$ cat src/rtl/fpu_pkg.sv
// Shared FPU definitions: IEEE-754 single field widths, exponent constants
// and the divider state encoding.
package fpu_pkg;
    localparam int EXP_W   = 8;
    localparam int MAN_W   = 23;
    localparam int BIAS    = 127;
    localparam int EXP_MAX = 255;
    localparam int QW      = 26;

    typedef enum logic [1:0] {
        IDLE = 2'd0,
        CALC = 2'd1,
        NORM = 2'd2,
        DONE = 2'd3
    } fdiv_state_t;

    function automatic logic [31:0] pack_fp(input logic s, input logic [EXP_W-1:0] e,
                                            input logic [MAN_W-1:0] m);
        return {s, e, m};
    endfunction
endpackage

$ cat src/rtl/fdiv_step.sv
// One combinational restoring-division step: subtract when the partial
// remainder covers the divisor, then shift the remainder left.
module fdiv_step
    import fpu_pkg::*;
(
    input  logic [QW-1:0]  rem,
    input  logic [MAN_W:0] div,
    output logic [QW-1:0]  rem_next,
    output logic           qbit
);
    logic [QW-1:0] div_ext;
    logic [QW-1:0] diff;

    assign div_ext  = {{(QW-MAN_W-1){1'b0}}, div};
    assign diff     = rem - div_ext;
    assign qbit     = (rem >= div_ext);
    assign rem_next = (qbit ? diff : rem) << 1;
endmodule

$ cat src/rtl/fdiv.sv
// Iterative single-precision divider y = x1 / x2, BITS_PER_CYCLE quotient bits
// per clock. Define FDIV_ROUND_EN for round-to-nearest-even instead of truncation.
module fdiv
    import fpu_pkg::*;
#(
    parameter int BITS_PER_CYCLE = 1
) (
    input  logic        clk,
    input  logic        rstn,
    input  logic [31:0] x1,
    input  logic [31:0] x2,
    input  logic        in_valid,
    output logic        in_ready,
    output logic [31:0] y,
    output logic        ovf,
    output logic        out_valid,
    input  logic        out_ready
);
    localparam int NC = QW / BITS_PER_CYCLE;

    fdiv_state_t state, state_next;
    logic [4:0]        cnt;
    logic              sign;
    logic [EXP_W-1:0]  e1, e2;
    logic [QW-1:0]     rem;
    logic [MAN_W:0]    div;
    logic [QW-1:0]     q;

    logic [QW-1:0]             rem_chain [0:BITS_PER_CYCLE];
    logic [BITS_PER_CYCLE-1:0] qbits;
    logic [QW-1:0]             q_next;

    assign rem_chain[0] = rem;

    // Earlier steps in the chain resolve the more significant quotient bits.
    for (genvar i = 0; i < BITS_PER_CYCLE; i++) begin : g_step
        fdiv_step u_step (
            .rem      (rem_chain[i]),
            .div      (div),
            .rem_next (rem_chain[i+1]),
            .qbit     (qbits[BITS_PER_CYCLE-1-i])
        );
    end

    assign q_next   = {q[QW-1-BITS_PER_CYCLE:0], qbits};
    assign in_ready = (state == IDLE);

    always_comb begin
        state_next = state;
        case (state)
            IDLE:    if (in_valid) state_next = CALC;
            CALC:    if (cnt == 5'(NC-1)) state_next = NORM;
            NORM:    state_next = DONE;
            DONE:    if (out_valid && out_ready) state_next = IDLE;
            default: state_next = IDLE;
        endcase
    end

    logic [MAN_W-1:0] ym, ym_r;
    logic [9:0]       ye, ye_r;
    logic [31:0]      y_norm;
    logic             ovf_norm;
`ifdef FDIV_ROUND_EN
    logic             guard, sticky, carry;
`endif

    always_comb begin
        ym = q[QW-1] ? q[QW-2:2] : q[QW-3:1];
        ye = {2'b00, e1} - {2'b00, e2} + 10'(BIAS) - {9'd0, ~q[QW-1]};
`ifdef FDIV_ROUND_EN
        guard  = q[QW-1] ? q[1] : q[0];
        sticky = (q[QW-1] & q[0]) | (|rem);
        {carry, ym_r} = {1'b0, ym} + 24'(guard & (sticky | ym[0]));
        ye_r = ye + {9'd0, carry};
`else
        ym_r = ym;
        ye_r = ye;
`endif
        ovf_norm = 1'b0;
        if (e2 == '0) begin
            y_norm   = pack_fp(sign, 8'(EXP_MAX), '0);
            ovf_norm = 1'b1;
        end else if (e1 == '0) begin
            y_norm = pack_fp(sign, '0, '0);
        end else if ($signed(ye_r) >= 10'sd255) begin
            y_norm   = pack_fp(sign, 8'(EXP_MAX), '0);
            ovf_norm = 1'b1;
        end else if ($signed(ye_r) <= 10'sd0) begin
            y_norm = pack_fp(sign, '0, '0);
        end else begin
            y_norm = pack_fp(sign, ye_r[7:0], ym_r);
        end
    end

    // y is loaded in NORM; out_valid follows one edge later in DONE.
    always_ff @(posedge clk) begin
        if (!rstn) begin
            state     <= IDLE;
            cnt       <= '0;
            sign      <= 1'b0;
            e1        <= '0;
            e2        <= '0;
            rem       <= '0;
            div       <= '0;
            q         <= '0;
            y         <= '0;
            ovf       <= 1'b0;
            out_valid <= 1'b0;
        end else begin
            state <= state_next;
            case (state)
                IDLE: if (in_valid) begin
                    sign <= x1[31] ^ x2[31];
                    e1   <= x1[30:23];
                    e2   <= x2[30:23];
                    rem  <= {2'b01, x1[22:0]};
                    div  <= {1'b1, x2[22:0]};
                    q    <= '0;
                    cnt  <= '0;
                end
                CALC: begin
                    rem <= rem_chain[BITS_PER_CYCLE];
                    q   <= q_next;
                    cnt <= cnt + 5'd1;
                end
                NORM: begin
                    y   <= y_norm;
                    ovf <= ovf_norm;
                end
                DONE: out_valid <= !(out_valid && out_ready);
                default: ;
            endcase
        end
    end
endmodule

$ cat config.mk
export PLATFORM = sky130hd
export DESIGN_NAME = fdiv
export DESIGN_NICKNAME = d
export VERILOG_FILES = /design/src/rtl/fpu_pkg.sv /design/src/rtl/fdiv_step.sv /design/src/rtl/fdiv.sv
export SDC_FILE = /design/constraint.sdc
export NUM_CORES = 1
export LEC_CHECK = 0
export CAP_MARGIN = 5
export CELL_PAD_IN_SITES_DETAIL_PLACEMENT = 1
export CELL_PAD_IN_SITES_GLOBAL_PLACEMENT = 2
export CORE_ASPECT_RATIO = 0.8
export CORE_UTILIZATION = 34
export CTS_BUF_LIST = sky130_fd_sc_hd__clkbuf_2 sky130_fd_sc_hd__clkbuf_4 sky130_fd_sc_hd__clkbuf_8
export CTS_CLUSTER_DIAMETER = 60
export CTS_CLUSTER_SIZE = 16
export DETAILED_ROUTE_END_ITERATION = 10
export PLACE_DENSITY = 0.89
export SETUP_SLACK_MARGIN = 0.3
export SLEW_MARGIN = 0
export SYNTH_ARGS = -nofsm -noshare
export SYNTH_HDL_FRONTEND = slang
export SYNTH_SLANG_ARGS = --single-unit
$ cat constraint.sdc
create_clock -name clk -period 4.3 [get_ports clk]
set_clock_uncertainty 0.1 [all_clocks]
set_input_delay 0.86 -clock clk [delete_from_list [all_inputs] [get_ports clk]]
set_output_delay 0.86 -clock clk [all_outputs]
set_load 0.01 [all_outputs]
==> results.ini, run 1 <==
[clock_network]
clk_pin_slew_ns=0.08
tritoncts=built
cts_sinks=134
cts_hold_buf=0
clock-root-buffer=clkbuf_8
clk_latency_ns=0.47
cts.path.max_buffers=2
cts_buffers=17
htreeDepth=4

[status]
status=completed

[setup_path]
worstPathArrival_ns=4.05
crit_type=reg -> reg
cp.required_ns=4.58
crit_fanout=23
timing.reg2reg.setup_slack_ns=0.54
critPathLaunchType=flip-flop
critPathCaptureType=flip-flop

[logic_synthesis]
synth_seq_area_share_pct=34.7
syn_area_sq_mm=0.00774
avgSynthCellArea_sq_um=7.96
synth_cell_types=61
async_flop_share_pct=0
synth_top_area_cell=dfxtp_1
synth_area_leaders=dfxtp_1 35%, ha_1 7.4%, nand2_1 7.2%, a21oi_1 5.8%, nor2_1 4.2%
synth_edf_count=0
yosysWarnings=0
syn_nets=1090
ys.flop_type=dfxtp_1
synth-seq-cells=134
syn_inst=973
yosysTopAreaCellShare_pct=34.7

[finish]
syn_to_final_growth_pct=21.5
drive_gt1_share_pct=9.36
design_area_sq_mm=0.00940
fin_util_pct=42.9
layout.nets=1162

[sta]
clock.fmax_mhz=266
tns_ns=0
rsz0062_at_grt=no
setup_viol=0
hold_violations=0
maxSlewViolCount=0
hold_slack_ns=0.356
fin_crit_ns=3.76
relSlewSlack_pct=25.1
worstMarginPinSlew_ns=1.12
fin_crit_sh_pct=87.5

[floorplanning]
die_w_um=171
core_area_sq_mm=0.0219
fp-row-count=48
dieArea_sq_mm=0.0234
chipHeight_um=137
start_util_pct=35.3
boundaryPins=103

[place]
place.detailed.hpwl_um=15800
io_buffers=102
placed_area_sq_mm=0.00898
routabilityCongestion=0.823

[global_route]
grt_pass1_wl_um=36100
grt_pass1_vias=7145
grtUsageTotal_pct=19.6
grt_max_degree=44
gr-total-overflow=0
antenna_found_initial=1

[power_and_ir_drop]
irDropWorstVdd_uv=475
total_power_mw=8.24
powerDensity_mw_per_mm2=876
p_leak_nw=3.60

[hold_path]
holdCritPathClass=reg -> reg

[routing]
vias=7185
routedWlPerCell_um=16.1
first_iter_violations=352
drtPass1Iterations=4
finalWirelength_um=21900
drc=0
drtAntennaViolNets=0
viasPerCell=5.29

[flow_run]
drv_cap=0

-- cell usage after synthesis (4+ instances only) --
master / instances
nand2_1: 148
o21ai_0: 48
a32o_1: 13
and3_1: 7
a21oi_2: 4
a221o_1: 4
buf_1: 12
xor2_1: 17
a31oi_1: 9
nor3_1: 12
buf_6: 4
clkbuf_1: 39
o21a_1: 6
a21o_1: 16
a22oi_1: 26
nor2b_1: 8
o211ai_1: 15
dfxtp_1: 134
o31ai_1: 22
nor2_1: 86
xnor2_1: 13
nand2b_1: 4
inv_1: 51
buf_2: 7
nand4_1: 31
ha_1: 46
nand3_1: 16
a21oi_1: 89
and2_1: 5
mux2_2: 26
mux2i_1: 4
-- worst max-delay path, cell delays in order, from the launching register on --
cell and delay, ns:
dfxtp_1 0.33, inv_1 0.06, ha_1 0.13, inv_1 0.05, fa_1 0.40, a21o_1 0.19, a21o_1 0.20, a21oi_2 0.16
inv_1 0.05, a21oi_1 0.16, xor2_1 0.20, inv_1 0.07, ha_1 0.31, o21ai_0 0.11, nor2_1 0.20, a21oi_2 0.09
and3_1 0.21, or2_1 0.23, buf_6 0.19, o31ai_1 0.23
-- flip-flops by register name (all words and copies together) (netlist names) --
register   count
y             32
q             26
rem           26
div           24
e1             8
e2             8
cnt            5
state          2
out_valid      1
ovf            1
sign           1
-- final cells by class --
type	instances	area, sq um
antenna	1	2.50
clock buffer	20	269
clock inverter	12	93.8
fill	2636	12500
inverter	52	195
multi-input combinational	722	4640
sequential	134	2680
tap	300	375
timing repair buffer	118	1150
-- timing repair --
action / 4_1_cts / 5_1_grt
resized for setup: 0 / 14
setup buffers: 0 / 0
endpoints found under the setup margin: 0 / 32
-- per-stage QoR --
step,setup slack [ns],cells
6_report,0.536,1359
3_5_place_dp,0.335,1326
5_1_grt,0.283,1358
3_3_place_gp,0.355,1326
2_1_floorplan,0.780,973
4_1_cts,0.310,1358
-- report_power, final --
part	leakage [nW]	internal, mW	switching (mW)
registers	1.09	1.47	0.175
logic	2.32	2.00	3.59
clock network	0.180	0.444	0.560
-- routing by layer --
| metal | routed length [um] | GRT usage, % |
|---|---|---|
| met1 | 11500 | 27.4 |
| met5 | 0 | 0 |
| met4 | 262 | 5.66 |
| met2 | 9420 | 30.5 |
| met3 | 680 | 3.56 |
-- cell usage in the layout, fill, tap and decap left out, drive strengths merged, types with 4 or more instances in the layout --
cell type,count
nand3,17
and3,7
o21ai,51
a32o,13
o31ai,24
nand2,148
a22oi,26
xor2,17
clkbuf,20
nand2b,4
dfxtp,134
nor4,4
xnor2,13
o21a,6
nor2b,8
mux2,26
clkdlybuf4s50,102
and2,5
o211ai,16
inv,57
nand4,31
a31oi,9
a21oi,93
a221o,4
nor3,12
mux2i,4
ha,46
buf,16
clkinv,4
nor2,86
a21o,16
-- kinds of logic after synthesis --
family / share of synthesized area [%]
buf+inv: 6.32
compound gates: 23.9
fa+ha+maj: 8.21
mux: 4.30
xor+xnor: 3.39
simple gates: 19.2
flops: 34.7
-- path summary, 6_finish.rpt --
path         startpoint       to  cells after the start
min reg2reg     div[22]  div[22]                      2
max               e1[0]     y[1]                     19
max reg2reg       e1[0]     y[1]                     19
min             div[22]  div[22]                      2
No activity file was read; power rests on OpenSTA's default activity.
==> run 2, diff against run 1 <==
CTS_CLUSTER_DIAMETER = 30   (was 60)
SLEW_MARGIN = 20   (was 0)
==> results of run 2 <==
Final layout, timing and power as in run 1 (identical DEF).
==> run 3, diff against run 2 <==
CORE_UTILIZATION = 39   (was 34)
DONT_BUFFER_PORTS = 1   (was default)
PLACE_DENSITY = 0.88   (was 0.89)
==> run 3 against run 2 <==
  * Global-route usage grew 1.5 points
  * Highest routed layer unchanged
  * Largest cell class unchanged
  * Final cell count shrank 11%
  * Critical path type unchanged
  * Clock-buffer cell count shrank 2
  * Critical path depth is the same
  * First-iteration DRC count shrank 8.0%
  * Via count shrank 6.0%
  * Die area shrank 13%
==> results.ini, run 3 (synthesis gave the netlist of run 1 again) <==
[floorplanning]
boundaryPins=103  ; unchanged
core_area_sq_mm=0.0192  ; was 0.0219 sq mm
die_w_um=160  ; was 171 um
fp-row-count=45  ; was 48
start_util_pct=40.3  ; was 35.3%
chipHeight_um=128  ; was 137 um
dieArea_sq_mm=0.0204  ; was 0.0234 sq mm

[setup_path]
worstPathArrival_ns=4.02  ; was 4.05 ns
crit_slowest_cell=fa_1  ; unchanged
cp_common_cell=inv_1  ; unchanged
crit_fanout=23  ; unchanged
max_stage_delay_ns=0.39  ; was 0.40 ns
critPathLaunchType=flip-flop  ; unchanged
timing.reg2reg.setup_slack_ns=0.54  ; about the same
cp.required_ns=4.56  ; was 4.58 ns
critPathCaptureType=flip-flop  ; unchanged
crit_type=reg -> reg  ; unchanged
worstPathCellList=inv_1 -> ha_1 -> inv_1 -> fa_1 -> a21o_1 -> a21o_1 -> a21oi_2 -> inv_1 -> a21oi_2 -> xor2_2 -> inv_1 -> ha_1 -> o21ai_1 -> nor2_2 -> a21oi_2 -> and3_4 -> or2_1 -> buf_12 -> o31ai_1  ; was inv_1 -> ha_1 -> inv_1 -> fa_1 -> a21o_1 -> a21o_1 -> a21oi_2 -> inv_1 -> a21oi_1 -> xor2_1 -> inv_1 -> ha_1 -> o21ai_0 -> nor2_1 -> a21oi_2 -> and3_1 -> or2_1 -> buf_6 -> o31ai_1

[routing]
vias=6755  ; was 7185
finalWirelength_um=21100  ; was 21900 um
met1Wirelength_um=11400  ; was 11500 um
first_iter_violations=324  ; was 352
drtPass1Iterations=5  ; was 4
wl_met3_um=788  ; was 680 um
routedWlPerCell_um=17.4  ; was 16.1 um
drtAntennaViolNets=0  ; unchanged
drc=0  ; unchanged
top_layer_used=met4  ; unchanged
routed-wl-met2_um=8780  ; was 9420 um
viasPerCell=5.56  ; was 5.29

[hold_path]
holdCritPathClass=reg -> reg  ; unchanged

[clock_network]
clk_latency_ns=0.45  ; was 0.47 ns
htreeDepth=4  ; unchanged
cts_buffers=17  ; unchanged
tritoncts=built  ; unchanged
cts_hold_buf=0  ; unchanged
clk_pin_slew_ns=0.09  ; was 0.08 ns
cts.path.max_buffers=2  ; unchanged
cts_sinks=134  ; unchanged
clock-root-buffer=clkbuf_8  ; unchanged

[global_route]
grtUsageTotal_pct=21.0  ; was 19.6%
grt_pass1_vias=6684  ; was 7145
gr-total-overflow=0  ; unchanged
grt_max_degree=47  ; was 44
grt_pass1_wl_um=34600  ; was 36100 um
antenna_found_initial=2  ; was 1

[finish]
regMostFlops=y  ; unchanged
nFillCells=2336  ; was 2636
syn_to_final_growth_pct=9.05  ; was 21.5%
final_cell_mix=148 x nand2_1, 134 x dfxtp_1, 87 x a21oi_1  ; was 148 x nand2_1, 134 x dfxtp_1, 102 x clkdlybuf4s50_1
instances_no_fill=1215  ; was 1359
multi_input_area_sq_mm=0.00466  ; was 0.00464 sq mm
layout.cells.most_common=nand2_1  ; unchanged
reg_top3=y: 32 flops, q: 26 flops, rem: 26 flops  ; unchanged
drive_gt1_share_pct=10.8  ; was 9.36%
layout.nets=1059  ; was 1162
largest_register_ffs=32  ; unchanged
seqCellArea_sq_mm=0.00268  ; unchanged

[flow_run]
drv_cap=0  ; unchanged

[place]
dp_cells=1178  ; was 1326
place.detailed.hpwl_um=14700  ; was 15800 um
io_buffers=0  ; was 102
routabilityCongestion=0.803  ; was 0.823

[sta]
relSlewSlack_pct=36.5  ; was 25.1%
fin_crit_sh_pct=87.3  ; was 87.5%
hold_violations=0  ; unchanged
clock.fmax_mhz=266  ; about the same
worstMarginPinSlew_ns=0.950  ; was 1.12 ns
setup_viol=0  ; unchanged
hold_slack_ns=0.360  ; was 0.356 ns
maxSlewViolCount=0  ; unchanged
fin_crit_ns=3.76  ; about the same
rsz0062_at_grt=no  ; unchanged
tns_ns=0  ; unchanged

[status]
status=completed  ; unchanged

run 3: metal layers:
metal  GRT usage (%)  vias to the layer above
met1            30.9                     3240
met5               0                        -
li1                -                     3397
met3            4.21                       16
met2            30.7                      102
met4            6.00                        0
run 3: metrics by stage:
stage | utilization (%) | worst slack [ns] | instance area, sq um
3_3_place_gp | 41.1 | 0.295 | 7890
2_1_floorplan | - | 0.780 | 7740
5_1_grt | 43.9 | 0.318 | 8440
6_report | 44.0 | 0.544 | 8440
4_1_cts | 43.3 | 0.325 | 8320
3_5_place_dp | 41.1 | 0.0780 | 7890
run 3: worst paths after layout:
path,from,endpoint,cells after the start
worst min register to register,div[22],div[22],2
worst max register to register,e1[0],y[2],19
worst max-delay path,e1[0],y[2],19
worst min-delay path,div[22],div[22],2
run 3: what timing repair did:
item,in CTS,in global routing
gates resized for setup,2,20
pin swaps,0,2
buffers inserted,0,3
cloned,0,0
setup endpoints to repair,31,27
run 3: critical path, delay by kind of cell (launching register included):
| kind | cells | cell delay, ns |
|---|---|---|
| adder cells (fa/ha/maj) | 3 | 0.84 |
| AND/OR/NAND/NOR | 3 | 0.63 |
| AO/OA/AOI/OAI | 7 | 1.15 |
| buffers and inverters | 5 | 0.42 |
| flip-flops | 1 | 0.33 |
| XOR/XNOR | 1 | 0.18 |
run 3: final cells by class:
cell class | instances | share of cell area [%]
Sequential cell | 134 | 31.8
Inverter | 52 | 2.31
Timing Repair Buffer | 15 | 1.72
Clock inverter | 14 | 2.12
Clock buffer | 18 | 2.93
Antenna cell | 2 | 0.0593
Multi-Input combinational cell | 722 | 55.3
Tap cell | 258 | 3.82
Power of run 3 is left out: the tool's default activity adds up to more than one toggle a clock period on the data nets, which glitch-free logic cannot reach.
==> variant, RTL diff (config.mk and constraints of run 1) <==
The 4 states of `fdiv_state_t` get a one-hot encoding in 4 bits.
--- a/src/rtl/fpu_pkg.sv
+++ b/src/rtl/fpu_pkg.sv
@@ -8,9 +8,9 @@
     localparam int QW      = 26;
 
-    typedef enum logic [1:0] {
-        IDLE = 2'd0,
-        CALC = 2'd1,
-        NORM = 2'd2,
-        DONE = 2'd3
+    typedef enum logic [3:0] {
+        IDLE = 4'b0001,
+        CALC = 4'b0010,
+        NORM = 4'b0100,
+        DONE = 4'b1000
     } fdiv_state_t;
 
Function: same outputs for any inputs over 10 cycles, from zero or initial values and one cycle with rstn low; not proved beyond that.
==> variant against run 1 <==
Die area down 1.5%. Area after synthesis down 1.5%. Design area up 1.0%. Sequential share of layout area up 0.13 points. Highest routed layer unchanged. Wire length down 3.4%. Maximum frequency down 3.4%. Critical endpoint is now y[24]. Setup slack worse by 130 ps. Sequential cell count up 2. Non-clock buffer count down 1. Worst hold slack worse by 5.5 ps.
Power is not compared: it rests on default switching activity, and its combinational part moved more than twofold at a synthesized area within 25%.
==> variant: results (changes against run 1) <==
[metrics] GR Util met3: 3.58% (was 3.56%)
[metrics] CP arrival: 4200 ps (was 4050 ps)
[metrics] post-synthesis net count: 1049 (was 1090)
[metrics] M1 WL: 10100 um (was 11500 um)
[metrics] number of signal-net buffers in the layout: 117 (was 118)
[metrics] global routing usage on met2: 33.1% (was 30.5%)
[metrics] maximum clock frequency: 256 MHz (was 266 MHz)
[metrics] Port Buffer Count: 102 (unchanged)
[metrics] number of logic inverters in the finished layout: 49 (was 52)
[metrics] vias per std cell: 5.17 (was 5.29)
[metrics] Top Family by Delay on Critical Path: compound AO/OA/AOI/OAI gates (unchanged)
[metrics] overall fraction of global-route tracks in use: 19.2% (was 19.6%)
[metrics] Crit path largest cell delay: 580 ps (was 400 ps)
[metrics] wire length on met2: 10100 um (was 9420 um)
[metrics] mux share of post-synthesis cell area: 3.68% (was 4.30%)
[metrics] status: finished, final reports clean (unchanged)
[metrics] Filler Cells Inserted: 2573 (was 2636)
[metrics] Synth Register Bits: 136 (was 134)
[metrics] detailed placer's ending HPWL: 14300 um (was 15800 um)
[metrics] initial DRC count: 311 (was 352)
[metrics] met1 track demand over resource in global routing: 24.1% (was 27.4%)
[metrics] cell total after placement: 1292 (was 1326)
[metrics] number of antenna violations at the first check in global routing: 0 (was 1)
[metrics] maximum number of pins on one net before global-route repair: 58 (was 44)
[metrics] vias in the first global route: 7013 (was 7145)
[metrics] worst-margin pin slew: 1250 ps (was 1120 ps)
[metrics] worst-path fanout max: 9 (was 23)
[metrics] fraction of the yosys area taken by sequential cells: 35.7% (was 34.7%)
[metrics] Worst path slowest cell: fa_2 (was fa_1)
[metrics] most common library cells after synthesis: nand2_1 (193), dfxtp_1 (136), a21boi_0 (68) (was nand2_1 (148), dfxtp_1 (134), a21oi_1 (89))
[metrics] Yosys cell types: 64 (was 61)
[metrics] top cells by area in the synthesized netlist: dfxtp_1 (36%), nand2_1 (9.5%), ha_1 (6.9%) (was dfxtp_1 (35%), ha_1 (7.4%), nand2_1 (7.2%))
[metrics] share of the synthesized area in compound gates (AO/OA/AOI/OAI): 24.9% (was 23.9%)
[metrics] routability congestion estimate from global placement: 0.795 (was 0.823)
[metrics] Clock-cell share: 4.27% (was 3.86%)
[metrics] Synth Area in XOR/XNOR: 4.02% (was 3.39%)
[metrics] post-synthesis adder-cell area fraction: 7.68% (was 8.21%)
[metrics] routed length per instance: 15.9 um (was 16.1 um)
[metrics] synthesized area per cell: 8.15 sq um (was 7.96 sq um)
[metrics] multi-input logic area: 0.00466 sq mm (was 0.00464 sq mm)
[metrics] depth of the worst register-to-register path: 15 (was 19)
[metrics] met3 wire len: 522 um (was 680 um)
[metrics] first-pass GRT wire length: 35100 um (was 36100 um)
[metrics] relative area of non-clock buffer cells in the final design: 12.1% (was 12.2%)
[metrics] post-place setup slack: -40.4 ps (was 335 ps)
[metrics] diodes inserted: 0 (was 1)
[metrics] share of layout cells above drive strength 1: 7.57% (was 9.36%)
[metrics] post-route worst hold slack: 351 ps (was 356 ps)
==> variant: cell types whose count changed in the layout (fill, tap and decap cells not counted), sizes merged, moves of 19 or more <==
cell | before | now
nor2 | 86 | 29
nand2 | 148 | 193
nand3 | 17 | 40
mux2i | 4 | 28
o31ai | 24 | 1
nand4 | 31 | 12
mux2 | 26 | 0
a22oi | 26 | 6
a21oi | 93 | 47
a21boi | 0 | 77
==> variant: what timing repair did <==
item | 4_1_cts | 5_1_grt
buffers inserted | 1 | 2
gates resized for setup | 6 | 15
pin swaps | 3 | 7
gates cloned | 2 | 1
hold buffers | 0 | 0
hold endpoints to repair | 0 | 0
setup endpoints to repair | 32 | 32
==> variant: worst min-delay path, stage by stage, from the launching register on <==
cell,delay (ps)
dfxtp_1,320
nand2_1,50
o21ai_1,50
==> variant: worst max path at each step <==
stage	startpoint	to
after global placement	e2[0]	y[7]
after detailed placement	e1[0]	y[14]
after floorplan	e1[0]	y[29]
after CTS	e1[0]	y[20]
final	e1[0]	y[24]
after global routing	e1[0]	y[24]
